===== src/rtl/des_decrypt_core.sv =====
`default_nettype none
// ============================================================================
// Module   : des_decrypt_core
// Purpose  : Iterative DES decryption, one Feistel round per clock. Subkeys
//            K16..K1 are produced on the fly by rotating C/D to the right.
// Revision : 1.0 - initial release
// ============================================================================
module des_decrypt_core (
    input  logic        clk,
    input  logic        rst_n,
    input  logic        start,
    input  logic [63:0] ciphertext,
    input  logic [63:0] key,
    output logic [63:0] plaintext,
    output logic        busy,
    output logic        done
);

    typedef enum logic [0:0] {
        IDLE  = 1'b0,
        ROUND = 1'b1
    } state_t;

    // Permutation tables hold 1-based DES bit numbers (DES bit 1 = MSB).
    localparam int C_IP [64] = '{
        58, 50, 42, 34, 26, 18, 10,  2, 60, 52, 44, 36, 28, 20, 12,  4,
        62, 54, 46, 38, 30, 22, 14,  6, 64, 56, 48, 40, 32, 24, 16,  8,
        57, 49, 41, 33, 25, 17,  9,  1, 59, 51, 43, 35, 27, 19, 11,  3,
        61, 53, 45, 37, 29, 21, 13,  5, 63, 55, 47, 39, 31, 23, 15,  7};
    localparam int C_FP [64] = '{
        40,  8, 48, 16, 56, 24, 64, 32, 39,  7, 47, 15, 55, 23, 63, 31,
        38,  6, 46, 14, 54, 22, 62, 30, 37,  5, 45, 13, 53, 21, 61, 29,
        36,  4, 44, 12, 52, 20, 60, 28, 35,  3, 43, 11, 51, 19, 59, 27,
        34,  2, 42, 10, 50, 18, 58, 26, 33,  1, 41,  9, 49, 17, 57, 25};
    localparam int C_E [48] = '{
        32,  1,  2,  3,  4,  5,  4,  5,  6,  7,  8,  9,
         8,  9, 10, 11, 12, 13, 12, 13, 14, 15, 16, 17,
        16, 17, 18, 19, 20, 21, 20, 21, 22, 23, 24, 25,
        24, 25, 26, 27, 28, 29, 28, 29, 30, 31, 32,  1};
    localparam int C_P [32] = '{
        16,  7, 20, 21, 29, 12, 28, 17,  1, 15, 23, 26,  5, 18, 31, 10,
         2,  8, 24, 14, 32, 27,  3,  9, 19, 13, 30,  6, 22, 11,  4, 25};
    localparam int C_PC1 [56] = '{
        57, 49, 41, 33, 25, 17,  9,  1, 58, 50, 42, 34, 26, 18,
        10,  2, 59, 51, 43, 35, 27, 19, 11,  3, 60, 52, 44, 36,
        63, 55, 47, 39, 31, 23, 15,  7, 62, 54, 46, 38, 30, 22,
        14,  6, 61, 53, 45, 37, 29, 21, 13,  5, 28, 20, 12,  4};
    localparam int C_PC2 [48] = '{
        14, 17, 11, 24,  1,  5,  3, 28, 15,  6, 21, 10,
        23, 19, 12,  4, 26,  8, 16,  7, 27, 20, 13,  2,
        41, 52, 31, 37, 47, 55, 30, 40, 51, 45, 33, 48,
        44, 49, 39, 56, 34, 53, 46, 42, 50, 36, 29, 32};
    // S-box entries stored row-major: index = row*16 + col.
    localparam int C_SBOX [8][64] = '{
        '{14, 4,13, 1, 2,15,11, 8, 3,10, 6,12, 5, 9, 0, 7,  0,15, 7, 4,14, 2,13, 1,10, 6,12,11, 9, 5, 3, 8,
           4, 1,14, 8,13, 6, 2,11,15,12, 9, 7, 3,10, 5, 0, 15,12, 8, 2, 4, 9, 1, 7, 5,11, 3,14,10, 0, 6,13},
        '{15, 1, 8,14, 6,11, 3, 4, 9, 7, 2,13,12, 0, 5,10,  3,13, 4, 7,15, 2, 8,14,12, 0, 1,10, 6, 9,11, 5,
           0,14, 7,11,10, 4,13, 1, 5, 8,12, 6, 9, 3, 2,15, 13, 8,10, 1, 3,15, 4, 2,11, 6, 7,12, 0, 5,14, 9},
        '{10, 0, 9,14, 6, 3,15, 5, 1,13,12, 7,11, 4, 2, 8, 13, 7, 0, 9, 3, 4, 6,10, 2, 8, 5,14,12,11,15, 1,
          13, 6, 4, 9, 8,15, 3, 0,11, 1, 2,12, 5,10,14, 7,  1,10,13, 0, 6, 9, 8, 7, 4,15,14, 3,11, 5, 2,12},
        '{ 7,13,14, 3, 0, 6, 9,10, 1, 2, 8, 5,11,12, 4,15, 13, 8,11, 5, 6,15, 0, 3, 4, 7, 2,12, 1,10,14, 9,
          10, 6, 9, 0,12,11, 7,13,15, 1, 3,14, 5, 2, 8, 4,  3,15, 0, 6,10, 1,13, 8, 9, 4, 5,11,12, 7, 2,14},
        '{ 2,12, 4, 1, 7,10,11, 6, 8, 5, 3,15,13, 0,14, 9, 14,11, 2,12, 4, 7,13, 1, 5, 0,15,10, 3, 9, 8, 6,
           4, 2, 1,11,10,13, 7, 8,15, 9,12, 5, 6, 3, 0,14, 11, 8,12, 7, 1,14, 2,13, 6,15, 0, 9,10, 4, 5, 3},
        '{12, 1,10,15, 9, 2, 6, 8, 0,13, 3, 4,14, 7, 5,11, 10,15, 4, 2, 7,12, 9, 5, 6, 1,13,14, 0,11, 3, 8,
           9,14,15, 5, 2, 8,12, 3, 7, 0, 4,10, 1,13,11, 6,  4, 3, 2,12, 9, 5,15,10,11,14, 1, 7, 6, 0, 8,13},
        '{ 4,11, 2,14,15, 0, 8,13, 3,12, 9, 7, 5,10, 6, 1, 13, 0,11, 7, 4, 9, 1,10,14, 3, 5,12, 2,15, 8, 6,
           1, 4,11,13,12, 3, 7,14,10,15, 6, 8, 0, 5, 9, 2,  6,11,13, 8, 1, 4,10, 7, 9, 5, 0,15,14, 2, 3,12},
        '{13, 2, 8, 4, 6,15,11, 1,10, 9, 3,14, 5, 0,12, 7,  1,15,13, 8,10, 3, 7, 4,12, 5, 6,11, 0,14, 9, 2,
           7,11, 4, 1, 9,12,14, 2, 0, 6,10,13,15, 3, 5, 8,  2, 1,14, 7, 4,10, 8,13,15,12, 9, 0, 3, 5, 6,11}};

    function automatic logic [63:0] ip_perm(input logic [63:0] x);
        logic [63:0] y = '0;
        for (int i = 0; i < 64; i++) y[63-i] = x[64-C_IP[i]];
        return y;
    endfunction

    function automatic logic [63:0] fp_perm(input logic [63:0] x);
        logic [63:0] y = '0;
        for (int i = 0; i < 64; i++) y[63-i] = x[64-C_FP[i]];
        return y;
    endfunction

    function automatic logic [55:0] pc1_perm(input logic [63:0] x);
        logic [55:0] y = '0;
        for (int i = 0; i < 56; i++) y[55-i] = x[64-C_PC1[i]];
        return y;
    endfunction

    function automatic logic [47:0] pc2_perm(input logic [55:0] x);
        logic [47:0] y = '0;
        for (int i = 0; i < 48; i++) y[47-i] = x[56-C_PC2[i]];
        return y;
    endfunction

    function automatic logic [47:0] e_exp(input logic [31:0] x);
        logic [47:0] y = '0;
        for (int i = 0; i < 48; i++) y[47-i] = x[32-C_E[i]];
        return y;
    endfunction

    function automatic logic [31:0] p_perm(input logic [31:0] x);
        logic [31:0] y = '0;
        for (int i = 0; i < 32; i++) y[31-i] = x[32-C_P[i]];
        return y;
    endfunction

    // Round function: expand, mix key, substitute through S1..S8, permute.
    function automatic logic [31:0] f_func(input logic [31:0] r, input logic [47:0] k);
        logic [47:0] x;
        logic [31:0] s = '0;
        logic [5:0]  b;
        x = e_exp(r) ^ k;
        for (int j = 0; j < 8; j++) begin
            b = x[47-6*j -: 6];
            s[31-4*j -: 4] = 4'(C_SBOX[j][{b[5], b[0], b[4:1]}]);
        end
        return p_perm(s);
    endfunction

    state_t      r_state;
    state_t      w_state_next;
    logic [31:0] r_l;
    logic [31:0] r_r;
    logic [27:0] r_c;
    logic [27:0] r_d;
    logic [3:0]  r_cnt;
    logic [1:0]  w_rot;
    logic [27:0] w_c_rot;
    logic [27:0] w_d_rot;
    logic [31:0] w_r_next;
    logic        w_unused_parity;

    // Parity bits of the key never reach PC-1.
    assign w_unused_parity = ^{key[56], key[48], key[40], key[32],
                               key[24], key[16], key[8],  key[0]};

    // Right-rotate amount for the round about to run (K16 needs none).
    always_comb begin
        w_rot = 2'd2;
        if (r_cnt == 4'd0)
            w_rot = 2'd0;
        else if (r_cnt == 4'd1 || r_cnt == 4'd8 || r_cnt == 4'd15)
            w_rot = 2'd1;
    end

    // Rotated key halves, current subkey and the new right half.
    always_comb begin
        case (w_rot)
            2'd0:    begin w_c_rot = r_c;                     w_d_rot = r_d;                     end
            2'd1:    begin w_c_rot = {r_c[0],   r_c[27:1]};   w_d_rot = {r_d[0],   r_d[27:1]};   end
            default: begin w_c_rot = {r_c[1:0], r_c[27:2]};   w_d_rot = {r_d[1:0], r_d[27:2]};   end
        endcase
        w_r_next = r_l ^ f_func(r_r, pc2_perm({w_c_rot, w_d_rot}));
    end

    // State register.
    always_ff @(posedge clk or negedge rst_n) begin
        if (!rst_n)
            r_state <= IDLE;
        else
            r_state <= w_state_next;
    end

    // Next-state and busy decode.
    always_comb begin
        w_state_next = r_state;
        busy         = 1'b0;
        case (r_state)
            IDLE: begin
                if (start)
                    w_state_next = ROUND;
            end
            ROUND: begin
                busy = 1'b1;
                if (r_cnt == 4'd15)
                    w_state_next = IDLE;
            end
            default: w_state_next = IDLE;
        endcase
    end

    // Datapath: load on acceptance, one Feistel round per cycle, final output.
    always_ff @(posedge clk or negedge rst_n) begin
        if (!rst_n) begin
            r_l       <= '0;
            r_r       <= '0;
            r_c       <= '0;
            r_d       <= '0;
            r_cnt     <= '0;
            plaintext <= '0;
            done      <= 1'b0;
        end else begin
            done <= 1'b0;
            case (r_state)
                IDLE: begin
                    if (start) begin
                        {r_l, r_r} <= ip_perm(ciphertext);
                        {r_c, r_d} <= pc1_perm(key);
                        r_cnt      <= 4'd0;
                    end
                end
                ROUND: begin
                    r_l   <= r_r;
                    r_r   <= w_r_next;
                    r_c   <= w_c_rot;
                    r_d   <= w_d_rot;
                    r_cnt <= r_cnt + 4'd1;
                    if (r_cnt == 4'd15) begin
                        // Halves swap before the inverse initial permutation.
                        plaintext <= fp_perm({w_r_next, r_r});
                        done      <= 1'b1;
                    end
                end
                default: ;
            endcase
        end
    end

endmodule
`default_nettype wire


===== config.mk =====
export PLATFORM = sky130hd
export DESIGN_NAME = des_decrypt_core
export DESIGN_NICKNAME = d
export VERILOG_FILES = /design/src/rtl/des_decrypt_core.sv
export SDC_FILE = /design/constraint.sdc
export NUM_CORES = 1
export LEC_CHECK = 0
export CORE_AREA = 2 2 167 169
export DETAILED_ROUTE_END_ITERATION = 8
export DIE_AREA = 0 0 169 171
export GPL_TIMING_DRIVEN = 0
export PLACE_DENSITY = 0.89
export REMOVE_ABC_BUFFERS = 1
export SLEW_MARGIN = 20
export SYNTH_ARGS = -nofsm -noshare
export SYNTH_HDL_FRONTEND = slang
export SYNTH_SLANG_ARGS = --single-unit
export TNS_END_PERCENT = 50

===== constraint.sdc =====
create_clock -name clk -period 11.1 [get_ports clk]
set_clock_uncertainty 0.2 [all_clocks]
set_input_delay 2.775 -clock clk [delete_from_list [all_inputs] [get_ports clk]]
set_output_delay 2.775 -clock clk [all_outputs]
set_load 0.05 [all_outputs]

==> After elaboration in Yosys (flattened, before gate mapping) <==
Memories as Yosys holds them, arrays and structs flattened.
Cells that the tools add are included.
Widths: inputs -> output; s select.
{ "word_totals": {"reg_bits": 190, "mem_bits_ro": 16384, "inputBits": 131, "elab_cells": 86, "n_memories": 8} }
{ "op_classes": {"add_sub_neg": 1, "order_cmp": 8, "eq_ne": 6, "mux": 36, "n_bitwise": 11, "reduce_logical": 6} }
{ "memory_table": {"columns": ["memory", "words", "word_bits", "rd", "rd_clocked_by_memory_dff", "wr", "line_no", "rtl"], "rows": [
  ["(name not given)", 64, 32, 1, 0, 0, "116", "s[31-4*j -: 4] = 4'(C_SBOX[j][{b[5], b[0], b[4:1]}]);"],
  ["(name not given)", 64, 32, 1, 0, 0, "116", null],
  ["(name not given)", 64, 32, 1, 0, 0, "116", null],
  ["(name not given)", 64, 32, 1, 0, 0, "116", null],
  ["(name not given)", 64, 32, 1, 0, 0, "116", null],
  ["(name not given)", 64, 32, 1, 0, 0, "116", null],
  ["2 more memories", null, null, null, null, null, null, null]
]} }
{ "op_table": {"columns": ["cell", "count"], "rows": [
  ["$pmux 28 s2", 4],
  ["$pmux 32 s2", 2],
  ["$mux 4", 17],
  ["$mux 32", 2],
  ["$ge 7x7->1 const B", 8],
  ["$mux 28", 2],
  ["$not 6->7", 8],
  ["$xor 48x48->48", 1],
  ["$xor 32x32->32", 1],
  ["$eq 4x4->1 const B", 2],
  ["$pmux 4 s2", 1],
  ["$mux 1", 5],
  ["$add 4x1->4 const B", 1],
  ["$eq 4x1->1 const B", 1],
  ["$logic_not 4->1", 1],
  ["$mux 2", 2],
  ["$ne 2x2->1 const B", 2],
  ["$reduce_and 2->1", 2],
  ["$eq 2x1->1 const B", 1],
  ["$logic_not 2->1", 1],
  ["$logic_or 1x1->1", 2],
  ["$pmux 1 s2", 1],
  ["$not 1->1", 1]
]} }

==> Logic depth before layout (Yosys ltp) <==
Gate-level depths: netlist of run 1.
{ "depth": {"depth_word": 14, "ltp_mapped": 20, "depth_no_buf": 17} }

==> Worst setup path before layout of run 1 <==
Ideal clock, no wire load.
{ "synth_path": {"path_kind": "input-to-reg", "from": "input start", "to": "register r_l[25]", "setup_ns": 0.135, "t_arrival_ns": 4.088, "t_required_ns": 10.765, "path_slack_ns": 6.677, "stages": 5, "path_buffers": 3, "cell_sequence": "clkbuf_1 clkbuf_1 clkbuf_1 mux2i_1 o21ai_0"} }
{ "synth_between": {"elab_chain_len": 1} }
{ "synth_rtl": {"columns": ["element", "line_no", "rtl"], "rows": [
  ["start: declaration", "11", "input logic start,"],
  ["$ne 2x2->1 (no line)", null, null],
  ["end signal: assignment", "198", "{r_l, r_r} <= ip_perm(ciphertext);"],
  ["end signal: assignment", "204", "r_l <= r_r;"],
  ["end: declaration", "123", "logic [31:0] r_l;"]
]} }
Every way passes these cells.
A chain may end at the register's enable or synchronous reset.

==> Final worst setup path of run 1 <==
{ "layout_path": {"from": "register r_state", "to": "output busy"} }
{ "layout_between": {"elab_chain_len": 1} }
{ "layout_rtl": {"columns": ["element", "line_no", "rtl"], "rows": [
  ["start: declaration", "121", "state_t r_state;"],
  ["start signal: assignment", "162", "r_state <= w_state_next;"],
  ["$mux 1", "169", "case (r_state)"],
  ["end: declaration", "15", "output logic busy,"]
]} }
Every way passes these cells.

==> results of run 1 <==
[registers in the layout (all words and copies together), names as in the netlist]
register,cells
done,1
plaintext,64
r_c,28
r_cnt,4
r_d,28
r_l,32
r_r,32
r_state,1
[stage by stage]
step	hold slack [ns]	setup TNS (ns)	cell area, um2	util	std cells
floorplan	0.293	0	15300	-	1703
global placement	0.261	-266.39	17600	0.645	2237
detailed placement	0.270	0	17900	0.657	2248
CTS	0.287	0	18500	0.678	2280
global route	0.324	0	18600	0.680	2280
finish	0.281	0	18600	0.680	2280
[final cells by class]
type | instances | area (um2)
Clock buffer | 18 | 429
Clock inverter | 14 | 140
Fill cell | 2172 | 8750
Inverter | 55 | 206
Multi-Input combinational cell | 1458 | 10500
Sequential cell | 190 | 4760
Tap cell | 346 | 433
Timing Repair Buffer | 199 | 2150
[worst paths after layout]
path / startpoint / end / slack, ns / cells after the start
max: r_state$_DFF_PN0_ / busy / 5.38 / 3
min: plaintext[18]$_DFFE_PN0P_ / plaintext[18]$_DFFE_PN0P_ / 0.28 / 2
max reg2reg: r_cnt[0]$_DFFE_PN0P_ / plaintext[44]$_DFFE_PN0P_ / 5.39 / 16
min reg2reg: plaintext[18]$_DFFE_PN0P_ / plaintext[18]$_DFFE_PN0P_ / 0.28 / 2
max in group asynchronous: rst_n / r_state$_DFF_PN0_ / 7.91 / 2
min in group asynchronous: rst_n / r_l[26]$_DFFE_PN0P_ / 1.99 / 1
[kinds of logic after synthesis]
group / count (synthesis) / synth area share
flops: 190 / 0.297
simple gates: 534 / 0.156
xor+xnor: 108 / 0.0737
compound gates: 596 / 0.263
buf+inv: 203 / 0.0566
mux: 155 / 0.103
fa+ha+maj: 65 / 0.0508
[tightest hold or removal path, delay by kind of cell (launching register included)]
| family | cells | cell delay, ns |
|---|---|---|
| compound gates | 1 | 0.05 |
| flops | 1 | 0.35 |
| simple gates | 1 | 0.04 |
[synthesized netlist by cell type, types with 9 or more instances]
cell type / instances / area (um2)
nand3_1: 30 / 150
a2111oi_0: 10 / 87.6
a22oi_1: 9 / 67.6
o221ai_1: 9 / 78.8
ha_1: 65 / 813
o22ai_1: 23 / 144
a21oi_1: 92 / 460
o211ai_1: 40 / 300
a211oi_1: 75 / 563
nor3_1: 40 / 200
xnor2_2: 12 / 195
mux2i_1: 113 / 1130
clkbuf_1: 84 / 315
buf_2: 32 / 160
xor2_2: 10 / 163
nand4_1: 11 / 68.8
a311oi_1: 9 / 78.8
inv_1: 48 / 180
a31oi_1: 14 / 87.6
nand2_1: 193 / 724
o21ai_1: 26 / 130
or3_1: 10 / 62.6
buf_4: 14 / 105
xnor2_1: 43 / 377
o31ai_1: 12 / 90.1
or2_2: 9 / 56.3
and3_1: 9 / 56.3
nor2b_1: 37 / 231
buf_1: 11 / 41.3
a221oi_1: 9 / 78.8
nor2_1: 134 / 503
nor4_1: 10 / 62.6
mux2_2: 36 / 405
o21ai_0: 138 / 691
or4_1: 17 / 128
xor2_1: 38 / 333
dfrtp_1: 190 / 4750
o32ai_1: 16 / 140
[layer usage]
layer  part of all wire  wire length [um]  GRT usage  vias to the layer above
met5                  0                 0          0                        -
met1               0.41             19600      0.444                     7317
met2               0.47             22600      0.530                      773
met3              0.086              4160     0.0541                      124
li1                   -                 -          -                     6973
met4              0.038              1810      0.130                        0
==> metrics.cfg, run 1 <==
[cts]
cts_hold_buffers = 0
cts_made_buffers = 17
postCtsSetupBuffers = 0
path_clk_slew_ns = 0.07
cts_tree = done
clk_latency_ns = 0.45
cts_resized = 0
cts_root_buffer = clkbuf_16
clk_path_buf_depth = 2
clock-sinks = 190
cts-htree-levels = 4

[floorplan]
start_util = 0.586
die_area_um2 = 28900
io_pins = 197
coreArea_um2 = 27300
rows = 61
die_w_um = 169
dieHeight_um = 171

[sta]
fin_crit_ns = 5.72
fin_ws_ns = 5.38
relSlewSlack = 0.263
worst_pin_slew_ns = 1.10
period_share = 0.515
hold_viol = 0
maxSlewViolCount = 0
rsz0062_at_grt = false
setup_viol = 0
fmax_ghz = 0.175

[routing]
drc = 0
wl_um = 48100
drtIter0Drc = 1656
drt-pass1-iter-count = 7
post_drt_wl_per_cell_um = 21.1
vias = 15200
avgViaCountPerCell = 6.66
antenna_left = 0

[placement]
io_buffer_count = 188
dp_hpwl_um = 33700
preCtsSetupSlack_ns = 5.59
gp_congestion = 0.951

[worst_setup_path]
crit_family = buffers and inverters
crit_fanout = 73
cp.required_ns = 8.12
cp-start-kind = flip-flop
cp_slowest_cell = clkdlybuf4s50_1
max_stage_delay_ns = 0.86
crit_type = reg2out
worst-path-buf-inv = 3
worst_ep_arrival_time_ns = 2.74
end_kind = output port
path_cells = buf_12, buf_16, clkdlybuf4s50_1

[logic_synthesis]
yosysWarnings = 0
avgSynthCellArea_um2 = 8.65
synthFlopType = dfrtp_1
synth.distinct_cells = 96
netlist_instances = 1851
seq_area_frac_synth = 0.297
async_reset_ff_frac = 1.00
synth_edf_count = 0
ys_seq_elements = 190
synth_area_um2 = 16000

[outcome]
run_status = completed

[global_routing]
grt_pass1_vias = 14200
grt_pass1_wl_um = 76400
antenna_found_initial = 0
overflow = 0
track_usage = 0.329
grt_max_degree = 86

[cells_and_area]
num_antenna_cells = 0
syn2layout_area_growth_pct = 16.0
nNetsFinal = 2117
layout_common_cells = nand2_1, dfrtp_1, clkdlybuf4s50_1
layout_commonest_cell = nand2_1
drive_gt1_frac = 0.0915

[job]
cap_viol_max_count = 0

[worst_hold_path]
min_path_type = reg2reg

Power of run 1 is left out: the tool's default activity adds up to more than one toggle a clock period on the data nets, which glitch-free logic cannot reach.
==> inputs of run 2 (changes only) <==
--- a/config.mk
+++ b/config.mk
@@ -5,11 +5,11 @@
 export SDC_FILE = /design/constraint.sdc
 export NUM_CORES = 1
 export LEC_CHECK = 0
-export CORE_AREA = 2 2 167 169
+export CORE_AREA = 2 2 179 181
 export DETAILED_ROUTE_END_ITERATION = 8
-export DIE_AREA = 0 0 169 171
+export DIE_AREA = 0 0 181 183
 export GPL_TIMING_DRIVEN = 0
-export PLACE_DENSITY = 0.89
+export PLACE_DENSITY = 0.83
 export REMOVE_ABC_BUFFERS = 1
 export SLEW_MARGIN = 20
 export SYNTH_ARGS = -nofsm -noshare
==> constraint.sdc (replaced) <==
create_clock -name clk -period 4.8 [get_ports clk]
set_clock_uncertainty 0.2 [all_clocks]
set_input_delay 1.2 -clock clk [delete_from_list [all_inputs] [get_ports clk]]
set_output_delay 1.2 -clock clk [all_outputs]
set_load 0.05 [all_outputs]
==> run 2 against run 1 <==
First-iteration DRC count up 1.3%. Die area up 15%. Worst hold slack worse by 0.00070 ns. Global-route usage down 3.7 points. Design area up 2.3%. Wire length up 3.3%. Via count up 0.90%. Clock-buffer cell count unchanged. Critical path depth up 11. Core utilization down 7.1 points. Sequential share of layout area down 0.55 points. Critical path type is now reg2reg. Critical endpoint is now plaintext[6]$_DFFE_PN0P_. Highest routed layer is now met5.
==> metrics.cfg, run 2 (synthesis gave the netlist of run 1 again) <==
[outcome]
run_status = completed  ; unchanged

[cells_and_area]
largest_reg_flops = 64  ; unchanged
layout_common_cells = nand2_1, dfrtp_1, clkdlybuf4s50_1  ; unchanged
multiInputGateArea_um2 = 10700  ; was 10,500 um2
nNetsFinal = 2137  ; was 2,117
fill_cells = 2690  ; was 2,172
regMostFlops = plaintext  ; unchanged
drive_gt1_frac = 0.112  ; was 0.0915
top_regs = plaintext x64, r_l x32, r_r x32  ; unchanged
final_cells = 2357  ; was 2,280
layout_commonest_cell = nand2_1  ; unchanged
syn2layout_area_growth_pct = 18.6  ; was 16.0%
regArea_um2 = 4760  ; about the same

[placement]
dp_hpwl_um = 33700  ; about the same
dp.cells = 2304  ; was 2,248
io_buffer_count = 188  ; unchanged
gp_congestion = 0.931  ; was 0.951

[worst_setup_path]
cp.required_ns = 4.94  ; was 8.12 ns
cp_slowest_cell = nor2_1  ; was clkdlybuf4s50_1
rrSetupSlack_ns = 0.14  ; was 5.39 ns
crit_fanout = 16  ; was 73
crit_top_cell = buf_4
max_stage_delay_ns = 0.69  ; was 0.86 ns
reg2reg_to = plaintext[6]$_DFFE_PN0P_  ; was plaintext[44]$_DFFE_PN0P_
crit_type = reg2reg  ; was reg2out
cp-start-kind = flip-flop  ; unchanged
r2r_cells = 14  ; was 16
worst-path-buf-inv = 3  ; unchanged
end_kind = flip-flop  ; was output port
crit_family = multiplexers  ; was buffers and inverters
worstReg2RegStart = r_cnt[0]$_DFFE_PN0P_  ; unchanged
worst_ep_arrival_time_ns = 4.80  ; was 2.74 ns
path_cells = inv_1, ha_4, mux2_4, a32oi_4, buf_4, buf_4, o22ai_1, o21a_1, nor2_1, mux2_2, mux4_2, o2bb2ai_1, xor2_1, o21ai_0  ; was buf_12, buf_16, clkdlybuf4s50_1

[global_routing]
antenna_found_initial = 1  ; was 0
grt_max_degree = 90  ; was 86
grt_pass1_wl_um = 77700  ; was 76,400 um
track_usage = 0.292  ; was 0.329
overflow = 0  ; unchanged
grt_pass1_vias = 14300  ; was 14,200

[cts]
clk_path_buf_depth = 2  ; unchanged
cts_tree = done  ; unchanged
cts_root_buffer = clkbuf_16  ; unchanged
cts-htree-levels = 4  ; unchanged
cts_made_buffers = 17  ; unchanged
path_clk_slew_ns = 0.08  ; was 0.07 ns
cts_hold_buffers = 0  ; unchanged
clock-sinks = 190  ; unchanged
clk_latency_ns = 0.47  ; was 0.45 ns

[floorplan]
dieHeight_um = 183  ; was 171 um
start_util = 0.513  ; was 0.586
die_w_um = 181  ; was 169 um
io_pins = 197  ; unchanged
coreArea_um2 = 31200  ; was 27,300 um2
rows = 65  ; was 61
die_area_um2 = 33100  ; was 28,900 um2

[routing]
drt-pass1-iter-count = 6  ; was 7
vias = 15300  ; was 15,200
drtIter0Drc = 1678  ; was 1,656
avgViaCountPerCell = 6.50  ; was 6.66
antenna_left = 0  ; unchanged
wl_um = 49700  ; was 48,100 um
post_drt_wl_per_cell_um = 21.1  ; about the same
drc = 0  ; unchanged

[sta]
worst_pin_slew_ns = 1.09  ; was 1.10 ns
rsz0062_at_grt = false  ; unchanged
fmax_ghz = 0.214
setup_viol = 0  ; unchanged
period_share = 0.972
hold_viol = 0  ; unchanged
fin_setup_tns_ns = 0  ; unchanged
holdWs_ns = 0.280  ; was 0.281 ns
maxSlewViolCount = 0  ; unchanged
fin_crit_ns = 4.66
relSlewSlack = 0.265  ; was 0.263

[worst_hold_path]
min_from = plaintext[30]$_DFFE_PN0P_  ; was plaintext[18]$_DFFE_PN0P_
whs_path_depth = 2  ; unchanged
hold_end = plaintext[30]$_DFFE_PN0P_  ; was plaintext[18]$_DFFE_PN0P_
min_path_type = reg2reg  ; unchanged

[job]
cap_viol_max_count = 0  ; unchanged

## run 2: cell types whose count changed in the layout (fill, tap and decap cells not counted), sizes merged
cell | before | now
buf | 13 | 29
inv | 64 | 60
clkinvlp | 0 | 2
or3b | 3 | 5
a32oi | 6 | 7
bufinv | 0 | 1
clkinv | 5 | 6
diode | 0 | 1
o21ba | 1 | 2
## run 2: stage by stage
| stage | instance area [um2] | util | setup slack [ns] |
|---|---|---|---|
| 6_report | 19000 | 0.608 | 0.136 |
| 4_1_cts | 18700 | 0.600 | 0.00459 |
| 2_1_floorplan | 15300 | - | -3.73 |
| 3_3_place_gp | 17700 | 0.567 | -7.74 |
| 5_1_grt | 19000 | 0.608 | 0.0116 |
| 3_5_place_dp | 18000 | 0.577 | -0.810 |
## run 2: how the worst max path moves through the flow
stage / start / cells past startpoint / slack [ns] / to
floorplan: r_state$_DFF_PN0_ / 4 / -3.73 / plaintext[28]$_DFFE_PN0P_
global route: r_cnt[0]$_DFFE_PN0P_ / 14 / 0.01 / plaintext[6]$_DFFE_PN0P_
finish: r_cnt[0]$_DFFE_PN0P_ / 14 / 0.14 / plaintext[6]$_DFFE_PN0P_
global placement: r_state$_DFF_PN0_ / 4 / -7.74 / plaintext[28]$_DFFE_PN0P_
CTS: r_cnt[2]$_DFFE_PN0P_ / 11 / 0.005 / r_r[28]$_DFFE_PN0P_
detailed placement: r_cnt[0]$_DFFE_PN0P_ / 16 / -0.81 / plaintext[44]$_DFFE_PN0P_
## run 2: cell type report
| class | count | area share |
|---|---|---|
| repair buffers | 215 | 0.119 |
| flip-flops and latches | 190 | 0.251 |
| multi-input cells | 1462 | 0.563 |
| clock buffers | 18 | 0.0231 |
| diodes | 1 | 0.000132 |
| clock inverters | 14 | 0.00678 |
| inverters | 55 | 0.0109 |
| well taps | 402 | 0.0265 |
## run 2: repair_timing
| action | 4_1_cts | 5_1_grt |
|---|---|---|
| setup endpoints to repair | 62 | 41 |
| buffers inserted | 6 | 10 |
| pin swaps | 1 | 2 |
| cloned | 3 | 1 |
| resized for setup | 14 | 21 |
| endpoints found under the hold margin | 0 | 0 |
## run 2: per-layer routing
layer,part of all wire,wire length [um],vias to the layer above,global-route usage
li1,-,-,7019,-
met1,0.42,21100,7438,0.400
met2,0.46,22900,744,0.459
met3,0.078,3870,121,0.0483
met4,0.039,1940,2,0.125
met5,0.00026,13,-,0
## run 2: worst reg2reg max path, stage by stage, from the launching register on
cell and delay [ns]:
dfrtp_1 0.42, inv_1 0.12, ha_4 0.24, mux2_4 0.34
a32oi_4 0.29, buf_4 0.21, buf_4 0.14, o22ai_1 0.12
o21a_1 0.25, nor2_1 0.69, mux2_2 0.43, mux4_2 0.50
o2bb2ai_1 0.19, xor2_1 0.28, o21ai_0 0.11
Power of run 2 is left out for the same reason.
